==> config.mk <==
export PLATFORM = sky130hd
export DESIGN_NAME = mem_arbiter
export DESIGN_NICKNAME = d
export VERILOG_FILES = /design/src/rtl/mem_arb_pkg.sv /design/src/rtl/mem_arb_pick.sv /design/src/rtl/mem_arbiter.sv
export SDC_FILE = /design/constraint.sdc
export NUM_CORES = 1
export LEC_CHECK = 0
export ABC_AREA = 0
export CORE_MARGIN = 3
export CORE_UTILIZATION = 38
export DETAILED_ROUTE_END_ITERATION = 8
export PLACE_DENSITY = 0.77
export SLEW_MARGIN = 20
export SYNTH_ARGS = -nofsm -noshare
export SYNTH_HDL_FRONTEND = slang
export SYNTH_SLANG_ARGS = --single-unit
==> constraint.sdc <==
create_clock -name CLK -period 4.26 [get_ports CLK]
set_input_delay 0.426 -clock CLK [delete_from_list [all_inputs] [get_ports CLK]]
set_output_delay 0.426 -clock CLK [all_outputs]
set_load 0.01 [all_outputs]
==> src/rtl/mem_arb_pkg.sv <==
// mem_arb_pkg: shared types and constants for the unified-memory arbiter.
package mem_arb_pkg;

  typedef enum logic [1:0] {
    IDLE  = 2'd0,
    SERVE = 2'd1,
    RESP  = 2'd2
  } state_t;

  localparam logic PORT_I = 1'b0;
  localparam logic PORT_D = 1'b1;

  localparam int ADDR_W_DEF    = 32;
  localparam int DATA_W_DEF    = 32;
  localparam int MEM_BYTES_DEF = 1024;

  // The port that did not take the previous grant.
  function automatic logic otherPort(input logic port);
    return ~port;
  endfunction

endpackage

==> src/rtl/mem_arb_pick.sv <==
// mem_arb_pick: combinational two-way picker between fetch (I) and data (D).
// Build option MEM_ARB_RR_EN: a tie goes to the port not granted last.
// Without it, D always beats I so loads and stores never starve behind fetch.
module mem_arb_pick
  import mem_arb_pkg::*;
(
  input  logic i_iReq,
  input  logic i_dReq,
  input  logic i_last,
  output logic o_grant,
  output logic o_valid
);

`ifdef MEM_ARB_RR_EN
  // Round-robin: alternate on a tie, otherwise grant whoever is asking.
  always_comb begin
    o_valid = i_iReq | i_dReq;
    o_grant = PORT_I;
    if (i_iReq && i_dReq) begin
      o_grant = otherPort(i_last);
    end else if (i_dReq) begin
      o_grant = PORT_D;
    end
  end
`else
  logic w_unusedLast;
  assign w_unusedLast = i_last;

  // Fixed priority: D wins whenever it is requesting.
  always_comb begin
    o_valid = i_iReq | i_dReq;
    o_grant = PORT_I;
    if (i_dReq) begin
      o_grant = PORT_D;
    end
  end
`endif

endmodule

==> src/rtl/mem_arbiter.sv <==
// mem_arbiter: shares one byte-addressed memory between instruction fetch (I)
// and data load/store (D). One access at a time: IDLE -> SERVE -> RESP.
// Build option MEM_ARB_RR_EN selects round-robin tie breaking (default: D over I).
module mem_arbiter
  import mem_arb_pkg::*;
#(
  parameter int ADDR_W    = ADDR_W_DEF,
  parameter int DATA_W    = DATA_W_DEF,
  parameter int MEM_BYTES = MEM_BYTES_DEF
) (
  input  logic              CLK,
  input  logic              Reset,
  input  logic              i_req,
  input  logic [ADDR_W-1:0] i_addr,
  output logic [DATA_W-1:0] i_rdata,
  output logic              i_done,
  input  logic              d_req,
  input  logic              d_rw,
  input  logic [ADDR_W-1:0] d_addr,
  input  logic [DATA_W-1:0] d_wdata,
  output logic [DATA_W-1:0] d_rdata,
  output logic              d_done,
  output logic              d_err,
  output logic              mem_rw,
  output logic [ADDR_W-1:0] mem_addr,
  output logic [DATA_W-1:0] mem_wdata,
  input  logic [DATA_W-1:0] mem_rdata
);

  localparam logic [ADDR_W-1:0] LAST_LEGAL = ADDR_W'(MEM_BYTES - 4);

  state_t            r_state;
  state_t            w_next;
  logic              r_gnt;
  logic              r_rw;
  logic              r_legal;
  logic [ADDR_W-1:0] r_addr;
  logic [DATA_W-1:0] r_wdata;
  logic [DATA_W-1:0] r_iRdata;
  logic [DATA_W-1:0] r_dRdata;
  logic [ADDR_W-1:0] w_reqAddr;
  logic [DATA_W-1:0] w_capture;
  logic              w_grant;
  logic              w_valid;
  logic              w_last;

`ifdef MEM_ARB_RR_EN
  logic r_last;

  // Remember who was granted most recently, updated on every grant.
  always_ff @(posedge CLK or posedge Reset) begin
    if (Reset) begin
      r_last <= PORT_I;
    end else if (r_state == IDLE && w_valid) begin
      r_last <= w_grant;
    end
  end

  assign w_last = r_last;
`else
  assign w_last = PORT_I;
`endif

  mem_arb_pick u_pick (
    .i_iReq  (i_req),
    .i_dReq  (d_req),
    .i_last  (w_last),
    .o_grant (w_grant),
    .o_valid (w_valid)
  );

  assign w_reqAddr = (w_grant == PORT_D) ? d_addr : i_addr;
  assign w_capture = r_legal ? mem_rdata : '0;
  assign i_rdata   = r_iRdata;
  assign d_rdata   = r_dRdata;

  // State register; reset aborts any access in flight.
  always_ff @(posedge CLK or posedge Reset) begin
    if (Reset) begin
      r_state <= IDLE;
    end else begin
      r_state <= w_next;
    end
  end

  // Latch the winner's request when leaving IDLE; range check is done here once.
  always_ff @(posedge CLK or posedge Reset) begin
    if (Reset) begin
      r_gnt   <= PORT_I;
      r_rw    <= 1'b0;
      r_legal <= 1'b0;
      r_addr  <= '0;
      r_wdata <= '0;
    end else if (r_state == IDLE && w_valid) begin
      r_gnt   <= w_grant;
      r_rw    <= (w_grant == PORT_D) && d_rw;
      r_addr  <= w_reqAddr;
      r_legal <= (w_reqAddr <= LAST_LEGAL);
      r_wdata <= (w_grant == PORT_D) ? d_wdata : '0;
    end
  end

  // Capture memory read data for the winner at the end of SERVE; illegal reads give 0.
  always_ff @(posedge CLK or posedge Reset) begin
    if (Reset) begin
      r_iRdata <= '0;
      r_dRdata <= '0;
    end else if (r_state == SERVE) begin
      if (r_gnt == PORT_D) begin
        r_dRdata <= w_capture;
      end else begin
        r_iRdata <= w_capture;
      end
    end
  end

  // Next state, memory pins (driven only in SERVE) and the done/err pulse in RESP.
  always_comb begin
    w_next    = r_state;
    mem_rw    = 1'b0;
    mem_addr  = '0;
    mem_wdata = '0;
    i_done    = 1'b0;
    d_done    = 1'b0;
    d_err     = 1'b0;
    case (r_state)
      IDLE: begin
        if (w_valid) begin
          w_next = SERVE;
        end
      end
      SERVE: begin
        w_next    = RESP;
        mem_rw    = r_rw && r_legal;
        mem_addr  = r_addr;
        mem_wdata = r_wdata;
      end
      RESP: begin
        w_next = IDLE;
        if (r_gnt == PORT_D) begin
          d_done = 1'b1;
          d_err  = ~r_legal;
        end else begin
          i_done = 1'b1;
        end
      end
      default: begin
        w_next = IDLE;
      end
    endcase
  end

endmodule

==> results of run 1 <==
## where the power goes
part | internal [W] | total (W) | switching (W)
Combinational | 0.000796 | 0.00163 | 0.000830
Sequential | 0.00160 | 0.00177 | 0.000177
Clock | 0.000964 | 0.00149 | 0.000525
Total | 0.00336 | 0.00489 | 0.00153
## logic make-up after synthesis
logic type             Yosys count  share of synthesized area (%)
muxes                           31                           5.34
and+or+nand+nor                225                           18.6
AOI/OAI and AO/OA              140                           14.6
buffers and inverters           46                           4.33
DFF                            133                           57.0
## cells in the final DEF (no fill, tap or decap), types with 2 or more instances in the layout
cell	Yosys	routed
clkdlybuf4s50_1	0	263
dfrtp_1	133	133
nand2_1	130	130
o21ai_0	80	80
and2_1	65	64
a22o_1	33	33
mux2i_1	30	30
o21ai_1	17	17
clkbuf_16	0	17
nor4_1	9	9
nand4_1	4	4
nor2b_1	3	3
a21oi_1	3	3
clkbuf_1	9	3
bufinv_16	0	3
clkinv_2	0	3
clkbuf_8	0	3
buf_4	7	3
and3_1	2	2
nor3b_1	2	2
inv_6	0	2
nand3_1	2	2
## routing by layer
layer,global-route usage (%),up-vias,share of wire [%]
met5,0,-,0
met4,6.48,0,1.5
met3,7.78,21,9.3
met2,34.8,240,49
met1,24.7,2477,40
li1,-,2444,-
## final cells by class
type,instances,area [um^2],share of cell area (%)
tap,184,230,2.52
clock buffer,23,478,5.24
timing repair buffer,268,2680,29.4
multi-input combinational,396,2270,24.9
clock inverter,8,123,1.34
sequential,133,3330,36.5
inverter,2,12.5,0.137
## how the worst max path moves through the flow
stage,endpoint,slack (ps),depth (start not counted),start
3_3_place_gp,i_rdata[4],1670,4,r_state[1]
5_1_grt,mem_addr[1],1040,3,r_state[1]
6_report,mem_addr[1],1270,3,r_state[1]
2_1_floorplan,d_rdata[0],280,1,Reset
4_1_cts,mem_addr[1],1220,3,r_state[1]
3_5_place_dp,i_rdata[3],1470,3,r_state[1]
## sequential cells by signal, indices dropped and copies added (netlist names)
name / count
d_rdata: 32
i_rdata: 32
r_addr: 32
r_wdata: 32
r_state: 2
r_gnt: 1
r_legal: 1
r_rw: 1
## per-stage QoR
step | utilization (%) | power [W] | cell area, um^2 | setup WS (ps) | hold slack (ps)
after floorplan | - | 0.00271 | 5830 | 280 | 442
after global placement | 57.7 | 0.00338 | 8520 | 1670 | 453
after detailed placement | 57.7 | 0.00343 | 8520 | 1470 | 463
after CTS | 61.8 | 0.00494 | 9120 | 1220 | 474
after global routing | 61.8 | 0.00516 | 9120 | 1040 | 487
final | 61.8 | 0.00489 | 9120 | 1270 | 466
## worst max-delay path, cell delays in order (launching register included)
cell and delay [ps]:
dfrtp_1 400, and2b_2 900, and2_1 230, clkdlybuf4s50_1 600
==> summary.md, run 1 <==
| Metric | Value |
|---|---|
| Root Buffer | clkbuf_16 |
| ANT nets after route | 0 |
| Hold Crit Class | reg -> reg |
| Hold EP | r_addr[2] |
| Post-synth EDFFs | 0 |
| Core area | 14800 um^2 |
| Mean Syn Cell Area | 10.1 um^2 |
| Mapped Nets | about 700 |
| Vias in the first global route | 5190 |
| Top post-synthesis cells by area | dfrtp_1 57%, nand2_1 8.4%, and2_1 7.0%, o21ai_0 6.9%, mux2i_1 5.1% |
| Worst clock skew | approximately 8 ps |
| Die area | roughly 17000 um^2 |
| Worst EP required | 3830 ps |
| Routed via count | a little over 5000 |
| Max IR drop VDD | approximately 0.27 mV |
| Commonest cells in the netlist | 133 x dfrtp_1, 130 x nand2_1, 80 x o21ai_0 |
| F_max | 335 MHz |
| Clk buf depth | 2 |
| Status | finished clean |
| Actual slew at the worst max-slew pin | roughly 1000 ps |
| Final period utilization | between 70% and 80% |
| Largest net degree at the start of global routing | 96 |
| Setup TNS | 0 ps |
| Initial Utilization | approximately two fifths |
| Warnings, synthesis | 0 |
| Number of remaining DRC errors | 0 |
| Row Count | between 40 and 50 |
| Endpoint class of the critical path | output port |
| First-pass GRT wire length | ~27 mm |
| Max Cap Violations | 0 |
| Placed cell count | a little under 1000 |
| Synth-to-layout area growth | 56.4% |
| Predominant post-synthesis flop cell | dfrtp_1 |
| Power Density | around 540 nW/um^2 |
| Asr flop ratio synth | 100% |
| Final Max Tran Viols | 0 |
| Synth top area share | between 50 and 60% |
| Hold Path Stages | 2 |
| Worst r2r path cells | 4 |
| CTS tree | built |
| Setup violators final | 0 |
| Nets@finish | approximately 950 |
| Final worst path period need | between 2000 and 3000 ps |
| Clock net sink count | between 100 and 150 |
| Critical setup path kind | reg -> out |
| Beginning of the worst hold path | r_addr[2] |
| RSZ-0062 raised after global routing | no |
| Pleak | slightly below 4 nW |
| Distinct cells, synth | 35 |
| Synth area leader | dfrtp_1 |
| Via/cell ratio | 5.11 |
| Capturing point of the worst reg2reg path | d_rdata[26] |
| Drt wl/cell | approximately 17 um |
| Initial antenna violation count | 0 |
| Hold Buf Count CTS | 0 |
| Clk slew on worst S/H paths | about 60 ps |
| Skew-Pair Late Insertion Delay | 410 ps |
| Ports | 265 |
| Layout cells sized above 1 | around 5% |
| Seq/Total Area, Yosys | a little under three fifths |
| Critical R2R Launch | r_state[1] |
| Die height | about 130 um |
| Postcts setup bufs | 0 |
| All-Layer GR Usage | approximately a fifth |
| ANT cells | 0 |
| FF-to-FF setup slack | ~1600 ps |
| Startpoint types | flop |
| Post-CTS resize count | 0 |
| Cell with the most instances after synthesis | dfrtp_1 |
| FF+latch count, synth | roughly 130 |
| GP Congestion | roughly 0.9 |
| Router iterations before antenna repair | 4 |
| Worst rel slew slack | between 30 and 40% |
| Port-buffer cells | 264 |
| H-Tree Level Count | 4 |
| Post-Route WL | ~18 mm |
| DR iter-0 viols | between 200 and 250 |
| Fillers | 1197 |
| CTS buffer count | 17 |
| Max Fanout on Critical Path | approximately 70 |
| Final Hold Fails | 0 |
| Die X | around 130 um |
| Post-DP HPWL | about 13 mm |
| Congestion Overflow GR | 0 |
| Post-Syn Area | 5830 um^2 |
| WP data arrival | around 2600 ps |
| Post-Syn Instances | 575 |
| Final Non-Filler Cells | around 1000 |
No activity file was read; power rests on OpenSTA's default activity.
==> inputs of run 2 (changes only) <==
CORE_UTILIZATION = 42   (was 38)
PLACE_DENSITY = 0.81   (was 0.77)
clock period = 2.8 ns   (was 4.26 ns; I/O delays follow)
==> run 2 against run 1 <==
Power is 53% higher; largest power group unchanged; largest cell class unchanged; critical path type unchanged; first-iteration DRC count is 100% higher; highest routed layer unchanged; routed wire length is 2.0% higher.
==> summary.md, run 2 (synthesis results as in run 1) <==
| Metric | Value |
|---|---|
| Endpoint class of the critical path | output port |
| Drt wl/cell | 17.7 um (+1.9%) |
| Number of remaining DRC errors | 0 (unchanged) |
| Die X | 124 um (-4.7%) |
| Vias in the first global route | 5348 (+3.0%) |
| Kind of cell adding the most delay to the critical path | buffers and inverters |
| Via/cell ratio | 5.20 (+1.8%) |
| CTS tree | built |
| Max IR drop VDD | 0.401 mV (+49%) |
| Core area | 13400 um^2 (-9.2%) |
| Die area | 15300 um^2 (-9.1%) |
| WP data arrival | 2240 ps (-320 ps) |
| Hold Buf Count CTS | 0 (unchanged) |
| Worst EP required | 2520 ps (-1310 ps) |
| Worst clock skew | 10.6 ps (+2.51 ps) |
| Nets@finish | 960 (+0.95%) |
| Most frequent cells in the layout | 263 x clkdlybuf4s50_1, 133 x dfrtp_1, 130 x nand2_1 |
| CTS buffer count | 17 (unchanged) |
| Min setup slack post-route | 278 ps (-996 ps) |
| Clk slew on worst S/H paths | 60 ps (about the same) |
| Setup TNS | 0 ps (unchanged) |
| Max Fanout on Critical Path | 68 (unchanged) |
| Post-CTS resize count | 0 (unchanged) |
| F_max | ~400 MHz |
| Hold Crit Class | in -> async |
| Initial antenna violation count | 0 (unchanged) |
| Routed via count | 5280 (+1.9%) |
| Worst path buffer plus inverter count | 2 (+1) |
| Layout cells sized above 1 | 6.08% (+1.0 points) |
| Critical setup path kind | reg -> out |
| Clock net sink count | 133 (unchanged) |
| Congestion Overflow GR | 0 (unchanged) |
| Row Count | 42 (-4.5%) |
| Initial Utilization | 43.5% (+4.0 points) |
| Final worst path period need | 2520 ps |
| Max Cap Violations | 0 (unchanged) |
| Ports | 265 (unchanged) |
| Power Density | 815 nW/um^2 (+52%) |
| Die height | 124 um (-4.7%) |
| Leading cell type in the layout, fill and taps excluded | clkdlybuf4s50_1 |
| All-Layer GR Usage | 23.3% (+2.6 points) |
| Skew-Pair Late Insertion Delay | 410 ps (about the same) |
| Port-buffer cells | 264 (unchanged) |
| ANT cells | 0 (unchanged) |
| Worst rel slew slack | 52.3% (+20 points) |
| RSZ-0062 raised after global routing | no |
| Final Hold Fails | 0 (unchanged) |
| Setup violators final | 0 (unchanged) |
| CP max stage cell | clkdlybuf4s50_1 |
| Post-DP HPWL | 13.1 mm (+1.4%) |
| Dpl cell area | 8580 um^2 (+0.78%) |
| Startpoint types | flop |
| Crit-path max cell delay | 560 ps (-340 ps) |
| H-Tree Level Count | 4 (unchanged) |
| DR iter-0 viols | 469 (+100%) |
| Final period utilization | ~90% |
| Root Buffer | clkbuf_16 |
| Cell area after layout | 9190 um^2 (+0.74%) |
| Post-Route WL | 18.0 mm (+2.0%) |
| Actual slew at the worst max-slew pin | 713 ps (-302 ps) |
| Synth-to-layout area growth | 57.5% |
| GP Congestion | 0.913 (+1.7%) |
| Cell Chain, Critical Path | and2b_1 -> buf_4 -> and2_1 -> clkdlybuf4s50_1 |
| Setup WS pre-CTS | 692 ps (-781 ps) |
| Final Max Tran Viols | 0 (unchanged) |
| Pwr Total | 0.00749 W (+53%) |
| First-pass GRT wire length | 27.2 mm (+0.66%) |
| ANT nets after route | 0 (unchanged) |
| Clk buf depth | 2 (unchanged) |
| Status | finished clean |
| Largest net degree at the start of global routing | 76 (-21%) |
| Postcts setup bufs | 0 (unchanged) |
| Pleak | 3.90 nW (+0.85%) |
| Router iterations before antenna repair | 4 (unchanged) |
## run 2: worst paths after layout
path	start	end	slack, ps	depth (start not counted)
min	Reset	i_rdata[1]	330	3
max in group asynchronous	Reset	d_rdata[27]	2120	3
min in group CLK	mem_rdata[5]	d_rdata[5]	450	3
max	r_state[1]	mem_addr[18]	280	4
min reg2reg	r_addr[11]	r_addr[11]	470	2
max reg2reg	r_state[1]	d_rdata[0]	680	6
## run 2: stage by stage
stage	std cells	hold WS (ps)	utilization (%)
after floorplan	575	413	-
after global placement	984	452	64.1
after detailed placement	984	465	64.1
after CTS	1015	333	68.6
after global routing	1015	348	68.6
final	1015	331	68.6
## run 2: area by class of cell
cell class                 instances  area, um^2
clock buffer                      20         457
sequential                       133        3330
clock inverter                    11         150
multi-input combinational        396        2260
inverter                           2        11.3
tap                              176         220
fill                            1002        4210
timing repair buffer             277        2760
## run 2: worst register-to-register path: cells and delay by family (launching register included)
family	cells	cell delay, ps
AO/OA/AOI/OAI	1	110
buffers and inverters	2	780
flip-flops	1	410
AND/OR/NAND/NOR	3	710
## run 2: where the power goes
group | leakage [nW] | switching, W | internal, W
combinational | 1.85 | 0.00127 | 0.00123
clock | 0.293 | 0.000821 | 0.00145
sequential | 1.76 | 0.000286 | 0.00243
## run 2: metal layers
| layer | track usage, % | part of all wire (%) | vias up |
|---|---|---|---|
| li1 | - | - | 2470 |
| met1 | 27.3 | 38 | 2522 |
| met2 | 39.5 | 51 | 259 |
| met3 | 7.72 | 9.2 | 29 |
| met4 | 8.93 | 2.1 | 0 |
| met5 | 0 | 0 | - |
